`src/rtl/uart_transmitter_if.sv`:
```
// Byte handshake between a client and uart_transmitter.
// The client drives i_valid/i_bin and the transmitter drives o_ready.
interface uart_transmitter_if;
  logic       i_valid;
  logic [7:0] i_bin;
  logic       o_ready;

  modport master (output i_valid, output i_bin, input o_ready);
  modport slave  (input i_valid, input i_bin, output o_ready);
endinterface

```
`src/rtl/uart_transmitter.sv`:
```
// UART transmitter: 8N1, LSB first, idle-high line; UART_TX_PARITY_EN adds an even-parity bit.
// Latency: start bit on the cycle after accept, each bit BAUD_PERIOD cycles, o_done on the first IDLE cycle.
// Backpressure: o_ready only in IDLE; valid while busy is ignored, with no queueing.
module uart_transmitter #(
  parameter int BAUD_RATE = 115200,
  parameter int CLK_FREQ  = 25000000
) (
  input  logic              i_clk,
  input  logic              i_rst,
  uart_transmitter_if.slave tx_if,
  output logic              o_uart,
  output logic              o_busy,
  output logic              o_done
);
  localparam int BAUD_PERIOD = CLK_FREQ / BAUD_RATE;
  localparam int CNT_W       = $clog2(BAUD_PERIOD) + 1;
  localparam logic [CNT_W-1:0] CNT_RELOAD = CNT_W'(BAUD_PERIOD - 1);

`ifdef UART_TX_PARITY_EN
  typedef enum logic [2:0] {IDLE, START, DATA, PARITY, STOP} state_t;
`else
  typedef enum logic [2:0] {IDLE, START, DATA, STOP} state_t;
`endif

  state_t           state_q, state_d;
  logic [CNT_W-1:0] cnt_q, cnt_d;
  logic [2:0]       idx_q, idx_d;
  logic [7:0]       shift_q, shift_d;
  logic             uart_q, uart_d;
  logic             busy_q, busy_d;
  logic             done_q, done_d;
`ifdef UART_TX_PARITY_EN
  logic             parity_q, parity_d;
`endif

  logic accept;
  logic bit_end;

  assign tx_if.o_ready = (state_q == IDLE) && !i_rst;
  assign accept        = tx_if.i_valid && tx_if.o_ready;
  assign bit_end       = (cnt_q == '0);

  // uart_d always carries the level of the bit that starts next cycle, so the line is a clean flop.
  always_comb begin
    state_d  = state_q;
    cnt_d    = cnt_q;
    idx_d    = idx_q;
    shift_d  = shift_q;
    uart_d   = uart_q;
    done_d   = 1'b0;
`ifdef UART_TX_PARITY_EN
    parity_d = parity_q;
`endif
    if (state_q != IDLE) begin
      cnt_d = bit_end ? CNT_RELOAD : cnt_q - 1'b1;
    end

    unique case (state_q)
      IDLE: begin
        uart_d = 1'b1;
        if (accept) begin
          state_d  = START;
          shift_d  = tx_if.i_bin;
          cnt_d    = CNT_RELOAD;
          idx_d    = '0;
          uart_d   = 1'b0;
`ifdef UART_TX_PARITY_EN
          parity_d = ^tx_if.i_bin;
`endif
        end
      end
      START: begin
        if (bit_end) begin
          state_d = DATA;
          idx_d   = '0;
          uart_d  = shift_q[0];
        end
      end
      DATA: begin
        if (bit_end) begin
          shift_d = {1'b0, shift_q[7:1]};
          if (idx_q == 3'd7) begin
`ifdef UART_TX_PARITY_EN
            state_d = PARITY;
            uart_d  = parity_q;
`else
            state_d = STOP;
            uart_d  = 1'b1;
`endif
          end else begin
            idx_d  = idx_q + 3'd1;
            uart_d = shift_q[1];
          end
        end
      end
`ifdef UART_TX_PARITY_EN
      PARITY: begin
        if (bit_end) begin
          state_d = STOP;
          uart_d  = 1'b1;
        end
      end
`endif
      STOP: begin
        if (bit_end) begin
          state_d = IDLE;
          uart_d  = 1'b1;
          done_d  = 1'b1;
        end
      end
      default: begin
        state_d = IDLE;
        uart_d  = 1'b1;
      end
    endcase

    busy_d = (state_d != IDLE);
  end

  always_ff @(posedge i_clk) begin
    if (i_rst) begin
      state_q  <= IDLE;
      cnt_q    <= '0;
      idx_q    <= '0;
      shift_q  <= '0;
      uart_q   <= 1'b1;
      busy_q   <= 1'b0;
      done_q   <= 1'b0;
`ifdef UART_TX_PARITY_EN
      parity_q <= 1'b0;
`endif
    end else begin
      state_q  <= state_d;
      cnt_q    <= cnt_d;
      idx_q    <= idx_d;
      shift_q  <= shift_d;
      uart_q   <= uart_d;
      busy_q   <= busy_d;
      done_q   <= done_d;
`ifdef UART_TX_PARITY_EN
      parity_q <= parity_d;
`endif
    end
  end

  assign o_uart = uart_q;
  assign o_busy = busy_q;
  assign o_done = done_q;

endmodule
```
`src/flat_wrapper.sv`:
```
// flat-port wrapper written by rule: the top's interface ports become plain ports
module uart_transmitter_flat 
#(
  parameter int BAUD_RATE = 115200,
  parameter int CLK_FREQ  = 25000000
)
  (i_clk, i_rst, o_uart, o_busy, o_done, tx_if_i_valid, tx_if_i_bin, tx_if_o_ready);
  uart_transmitter_if tx_if_i ();
  input  logic i_clk;
  input  logic i_rst;
  output logic o_uart;
  output logic o_busy;
  output logic o_done;
  input wire logic [$bits(tx_if_i.i_valid)-1:0] tx_if_i_valid;
  input wire logic [$bits(tx_if_i.i_bin)-1:0] tx_if_i_bin;
  output wire logic [$bits(tx_if_i.o_ready)-1:0] tx_if_o_ready;
  assign tx_if_i.i_valid = tx_if_i_valid;
  assign tx_if_i.i_bin = tx_if_i_bin;
  assign tx_if_o_ready = tx_if_i.o_ready;
  uart_transmitter #(.BAUD_RATE(BAUD_RATE), .CLK_FREQ(CLK_FREQ)) u_core (.i_clk(i_clk), .i_rst(i_rst), .tx_if(tx_if_i), .o_uart(o_uart), .o_busy(o_busy), .o_done(o_done));
endmodule
```
`config.mk`:
```
export PLATFORM = sky130hd
export DESIGN_NAME = uart_transmitter_flat
export DESIGN_NICKNAME = d
export VERILOG_FILES = /design/src/rtl/uart_transmitter_if.sv /design/src/rtl/uart_transmitter.sv /design/src/flat_wrapper.sv
export SDC_FILE = /design/constraint.sdc
export NUM_CORES = 1
export LEC_CHECK = 0
export BUFFER_PORTS_ARGS = -buffer_cell sky130_fd_sc_hd__buf_4
export CAP_MARGIN = 30
export CELL_PAD_IN_SITES_DETAIL_PLACEMENT = 1
export CELL_PAD_IN_SITES_GLOBAL_PLACEMENT = 2
export CORE_MARGIN = 3
export CORE_UTILIZATION = 38
export CTS_CLUSTER_SIZE = 20
export DETAILED_ROUTE_END_ITERATION = 6
export GPL_TIMING_DRIVEN = 0
export PLACE_DENSITY_LB_ADDON = 0.12
export RECOVER_POWER = 50
export SETUP_SLACK_MARGIN = 0.15
export SLEW_MARGIN = 20
export SYNTH_ARGS = -nofsm -noshare
export SYNTH_HDL_FRONTEND = slang
export SYNTH_SLANG_ARGS = --single-unit
```
`constraint.sdc`:
```
create_clock -name i_clk -period 4.3 [get_ports i_clk]
set_input_delay 1.075 -clock i_clk [delete_from_list [all_inputs] [get_ports i_clk]]
set_output_delay 1.075 -clock i_clk [all_outputs]
set_load 0.02 [all_outputs]
```
==> results.json, run 1 <==
{
  "outcome": "complete, no violations",
  "ant_nets": 0,
  "setup_violations": 0,
  "io_pins": 15,
  "place_area_mm2": 0.001580,
  "vias_per_cell": 5.644,
  "slew_violations": 0,
  "synth_edf_count": 0,
  "p_sw_uw": 237.9,
  "stdcell_area_mm2": 0.001595,
  "clkSinkCount": 26,
  "fmax_ghz": 0.3020,
  "worstReg2RegStart": "u_core.cnt_q[0]$_SDFF_PP0_",
  "intPower_uw": 438.2,
  "comb_power_share": 0.306,
  "cts_hold_buf": 0,
  "yosys.area.top_type": "dfxtp_1",
  "yosys_warnings": 0,
  "antenna_found_initial": 0,
  "power_frac_clock": 0.236,
  "antenna_cells": 0,
  "leakage_uw": 0.0005951,
  "whs_ns": 0.4515,
  "skew_ns": 0.001935,
  "path_max_fanout": 10,
  "htree_levels": 1,
  "r2r_setup_slack_ns": 1.77,
  "grt_max_degree": 15,
  "r2r_end": "u_core.shift_q[2]$_SDFFE_PP0P_",
  "synth.most_common_cell": "dfxtp_1",
  "crit_path_end_kind": "output pin",
  "ys_async_sr_fraction": 0,
  "hpwl_um": 2710,
  "first_iter_violations": 43,
  "clk_pin_slew_worst_paths_ns": 0.09,
  "cts_buffers": 3,
  "synth_area_leaders": "dfxtp_1, nand3_1, nand2_1",
  "powerDensity_mw_per_mm2": 423.8,
  "drv_cap": 0,
  "fp.dieArea_mm2": 0.004500,
  "gr-total-overflow": 0,
  "coreArea_mm2": 0.003468,
  "synth_top_area_frac": 0.3672,
  "drive_above_1_share": 0.2159,
  "ir_drop_uv": 204.7,
  "final_hold_viol_count": 0,
  "drc": 0,
  "hp-start": "u_core.cnt_q[8]$_SDFF_PP0_",
  "firstDrtPassIters": 4,
  "grt.total_usage": 0.1845,
  "gp_congestion": 0.7008,
  "dieHeight_um": 67.08,
  "critPathArrivalTime_ns": 2.24,
  "synth_seq_cells": 26,
  "drt_wl_total_um": 3631,
  "avgSynthCellArea_um2": 8.972,
  "crit_required_ns": 3.22,
  "whs_endpoint": "u_core.cnt_q[8]$_SDFF_PP0_",
  "tightest_slew_ns": 1.104,
  "yosysSeqAreaShare": 0.3672,
  "start_util": 0.4087,
  "syn-num-nets": 172,
  "ys.flop_type": "dfxtp_1",
  "rr_worst_depth": 7,
  "wire_per_inst_um": 16.36,
  "yosys-top-cells-count": "dfxtp_1, nand2_1, nand3_1, a21oi_1",
  "cts_resized": 0,
  "fin_setup_tns_ns": 0,
  "maxSlewHeadroom": 0.2533,
  "grt_pass1_wl_um": 6306,
  "tritoncts": "yes",
  "root_buffer": "clkbuf_8",
  "dieWidth_um": 67.08,
  "rows": 21,
  "p_sw_frac": 0.3519,
  "rsz0062_at_grt": "no",
  "port_buffers": 14,
  "vias": 1253,
  "p_seq_frac": 0.458,
  "synth_area_mm2": 0.001418,
  "clock_path_buffers": 2,
  "synth_cell_types": 53,
  "area_growth_pct": 12.53,
  "insertion_delay_ns": 0.27,
  "final_nets": 191,
  "netlist_instances": 158,
  "start_kind": "primary input",
  "finalCritPeriodShare": 0.7702,
  "grt_pass1_vias": 1298,
  "holdPathStages": 2,
  "crit_type": "primary input to output pin",
  "cts_setup_buffers": 0,
  "hp-class": "flip-flop to flip-flop",
  "min_period_ns": 3.312
}
==> cell usage in the layout (no fill, tap or decap), types with 2 or more instances in the layout <==
master,count
dfxtp_1,26
nand2_1,18
nand3_1,14
buf_4,12
a21oi_1,11
inv_1,6
buf_2,6
nor2_1,6
clkbuf_1,5
nor3_1,5
a31oi_1,4
a22o_2,4
clkbuf_8,4
a221oi_1,3
xnor2_1,3
nand2b_1,3
ha_1,3
buf_1,2
nor4_1,2
and2_0,2
a311oi_1,2
a21boi_0,2
and4_1,2
o21ba_1,2
a22o_1,2
a21oi_2,2
==> how the worst max path moves through the flow <==
stage | start | cells after the start | slack [ns] | endpoint
global placement | i_rst | 5 | 0.96 | tx_if_o_ready
finish | i_rst | 5 | 0.99 | tx_if_o_ready
CTS | i_rst | 5 | 0.94 | tx_if_o_ready
detailed placement | i_rst | 5 | 0.95 | tx_if_o_ready
global route | i_rst | 5 | 0.81 | tx_if_o_ready
floorplan | i_rst | 3 | 1.40 | tx_if_o_ready
==> cells by family after synthesis <==
kind of cell | share of synthesized area
simple gates | 0.2842
xor+xnor | 0.02472
buf+inv | 0.05825
compound gates | 0.2295
fa+ha+maj | 0.02648
other cells | 0.002645
flops | 0.3672
mux | 0.007061
==> final cells by class <==
type                    instances  area [um2]
plain buffers                  11       52.55
well taps                      46       57.56
clock buffers                   4       55.05
multi-input cells             115       793.3
flip-flops and latches         26       520.5
inverters                       6       22.52
fillers                       425        1873
repair buffers                 14       93.84
==> critical path, cell delays in order <==
cell	delay, ns
buf_4	0.09
clkbuf_1	0.35
buf_1	0.45
nor2_1	0.10
buf_4	0.17
==> power by group through the flow <==
stage | Combinational, uW | Sequential [uW] | Clock (uW)
after CTS | 220 | 312 | 165
after detailed placement | 219 | 318 | 0
after floorplan | 166 | 309 | 0
final | 207 | 310 | 159
after global routing | 233 | 315 | 178
after global placement | 210 | 313 | 0
==> metal layers <==
| metal | vias up | wire length, um | GRT usage |
|---|---|---|---|
| li1 | 617 | - | - |
| met1 | 624 | 1655 | 0.2291 |
| met2 | 10 | 1885 | 0.3288 |
| met3 | 2 | 68 | 0.03204 |
| met4 | 0 | 21 | 0.03797 |
| met5 | - | 0 | 0 |
==> through the flow <==
step           setup WS (ns)  std cells  utilization  power (uW)
2_1_floorplan          1.403        158            -       475.5
3_3_place_gp          0.9610        218       0.4556       522.9
3_5_place_dp          0.9519        218       0.4556       537.2
4_1_cts               0.9420        222       0.4715       697.3
5_1_grt               0.8071        222       0.4600       725.7
6_report              0.9882        222       0.4600       676.1
==> registers in the layout, summed over array words and instances, names as in the netlist <==
register	cells
u_core.o_uart	1
u_core.cnt_q	9
u_core.shift_q	8
u_core.o_busy	1
u_core.idx_q	3
u_core.state_q	3
u_core.o_done	1
No activity file was read; power rests on OpenSTA's default activity.
==> run 2: changes to the inputs <==
--- a/config.mk
+++ b/config.mk
@@ -10,7 +10,7 @@
 export CELL_PAD_IN_SITES_DETAIL_PLACEMENT = 1
 export CELL_PAD_IN_SITES_GLOBAL_PLACEMENT = 2
 export CORE_MARGIN = 3
-export CORE_UTILIZATION = 38
+export CORE_UTILIZATION = 35
 export CTS_CLUSTER_SIZE = 20
 export DETAILED_ROUTE_END_ITERATION = 6
 export GPL_TIMING_DRIVEN = 0
==> constraint.sdc (replaced) <==
create_clock -name i_clk -period 3.3 [get_ports i_clk]
set_input_delay 0.825 -clock i_clk [delete_from_list [all_inputs] [get_ports i_clk]]
set_output_delay 0.825 -clock i_clk [all_outputs]
set_load 0.02 [all_outputs]
==> results.json, run 2 (synthesis results as in run 1) <==
{
  "clk_pin_slew_worst_paths_ns": 0.08,
  "r2r_setup_slack_ns": 0.88,
  "insertion_delay_ns": 0.27,
  "path_max_fanout": 10,
  "power.total_uw": 854.9,
  "ir_drop_uv": 250.4,
  "holdPathStages": 2,
  "worstReg2RegStart": "u_core.cnt_q[0]$_SDFF_PP0_",
  "wl_met2_um": 1828,
  "grt.total_usage": 0.1552,
  "ant_nets": 0,
  "vias_per_cell": 5.605,
  "drv_cap": 0,
  "final_cell_mix": "dfxtp_1, nand2_1, nand3_1",
  "root_buffer": "clkbuf_8",
  "tightest_slew_ns": 1.087,
  "crit_path_end_kind": "output pin",
  "outcome": "complete, no violations",
  "hp-start": "u_core.cnt_q[8]$_SDFF_PP0_",
  "powerDensity_mw_per_mm2": 537.1,
  "tritoncts": "yes",
  "dieWidth_um": 69.64,
  "maxSlewHeadroom": 0.2650,
  "rows": 22,
  "worst_slack_ns": 0.4615,
  "start_kind": "primary input",
  "cts_resized": 0,
  "final_util": 0.4220,
  "largest-register": "u_core.cnt_q",
  "rr_worst_depth": 7,
  "drt_wl_total_um": 3589,
  "fp.dieArea_mm2": 0.004850,
  "fin_setup_tns_ns": 0,
  "grt_pass1_vias": 1283,
  "final_common_cell": "dfxtp_1",
  "first_iter_violations": 40,
  "wl_met3_um": 69,
  "area_growth_pct": 12.27,
  "whs_endpoint": "u_core.cnt_q[8]$_SDFF_PP0_",
  "crit_required_ns": 2.47,
  "hpwl_um": 2674,
  "antenna_cells": 0,
  "skew_ns": 0.003815,
  "min_period_ns": 2.838,
  "top_regs": "u_core.cnt_q (9), u_core.shift_q (8)",
  "dp_cells": 220,
  "antenna_found_initial": 0,
  "largest_register_ffs": 9,
  "wire_per_inst_um": 16.09,
  "topRoutingLayerUsed": "met4",
  "clkSinkCount": 26,
  "cts_setup_buffers": 0,
  "wl_met1_um": 1652,
  "slew_violations": 0,
  "firstDrtPassIters": 4,
  "start_util": 0.3759,
  "io_pins": 15,
  "drc": 0,
  "r2r_end": "u_core.shift_q[0]$_SDFFE_PP0P_",
  "coreArea_mm2": 0.003771,
  "dieHeight_um": 69.64,
  "gr-total-overflow": 0,
  "gp_congestion": 0.7837,
  "finalNonFillerCells": 223,
  "startpoint": "i_rst",
  "grt_max_degree": 14,
  "final_nets": 191,
  "hp-class": "flip-flop to flip-flop",
  "cts_buffers": 3,
  "cts_hold_buf": 0,
  "htree_levels": 1,
  "drive_above_1_share": 0.2171,
  "fmax_ghz": 0.3523,
  "setup_violations": 0,
  "clock_path_buffers": 2,
  "final_hold_viol_count": 0,
  "place_ws_ns": 0.4500,
  "crit_type": "primary input to output pin",
  "port_buffers": 14,
  "grt_pass1_wl_um": 6189,
  "finalCritPeriodShare": 0.8601,
  "vias": 1250,
  "rsz0062_at_grt": "no",
  "leakage_uw": 0.0005927,
  "critPathArrivalTime_ns": 2.01
}
==> run 2: worst max-delay path by stage <==
stage,to,slack [ns],depth (start not counted)
after floorplan,tx_if_o_ready,0.90,3
after global placement,tx_if_o_ready,0.45,5
after detailed placement,tx_if_o_ready,0.45,5
after CTS,tx_if_o_ready,0.43,5
after global routing,tx_if_o_ready,0.32,5
final,tx_if_o_ready,0.46,5
==> run 2: power by group <==
group / total, uW / switching [uW] / internal [uW]
logic: 272 / 160 / 112
clock network: 180 / 97.9 / 81.9
registers: 403 / 50.8 / 353
total: 855 / 309 / 546
==> run 2: per-stage QoR <==
| stage | instance area [um2] | hold slack [ns] |
|---|---|---|
| floorplan | 1418 | 0.4437 |
| global placement | 1583 | 0.4540 |
| detailed placement | 1583 | 0.4653 |
| CTS | 1624 | 0.4823 |
| global route | 1592 | 0.5067 |
| finish | 1592 | 0.4591 |
==> run 2: area by class of cell <==
class | instances | area, um2
Multi-Input combinational cell | 115 | 793.3
Tap cell | 48 | 60.06
Fill cell | 458 | 2180
Clock buffer | 3 | 41.29
Buffer | 11 | 60.06
Timing Repair Buffer | 14 | 93.84
Sequential cell | 26 | 520.5
Inverter | 6 | 22.52
==> run 2: critical path: stages <==
cell and delay [ns]:
buf_4 0.09, clkbuf_1 0.36, buf_1 0.46, nor2_1 0.10, buf_4 0.17
==> run 2: layer usage <==
metal / global-route usage / vias up
met5: 0 / -
met4: 0.03830 / 0
met3: 0.03043 / 4
met2: 0.2744 / 8
met1: 0.1925 / 622
li1: - / 616
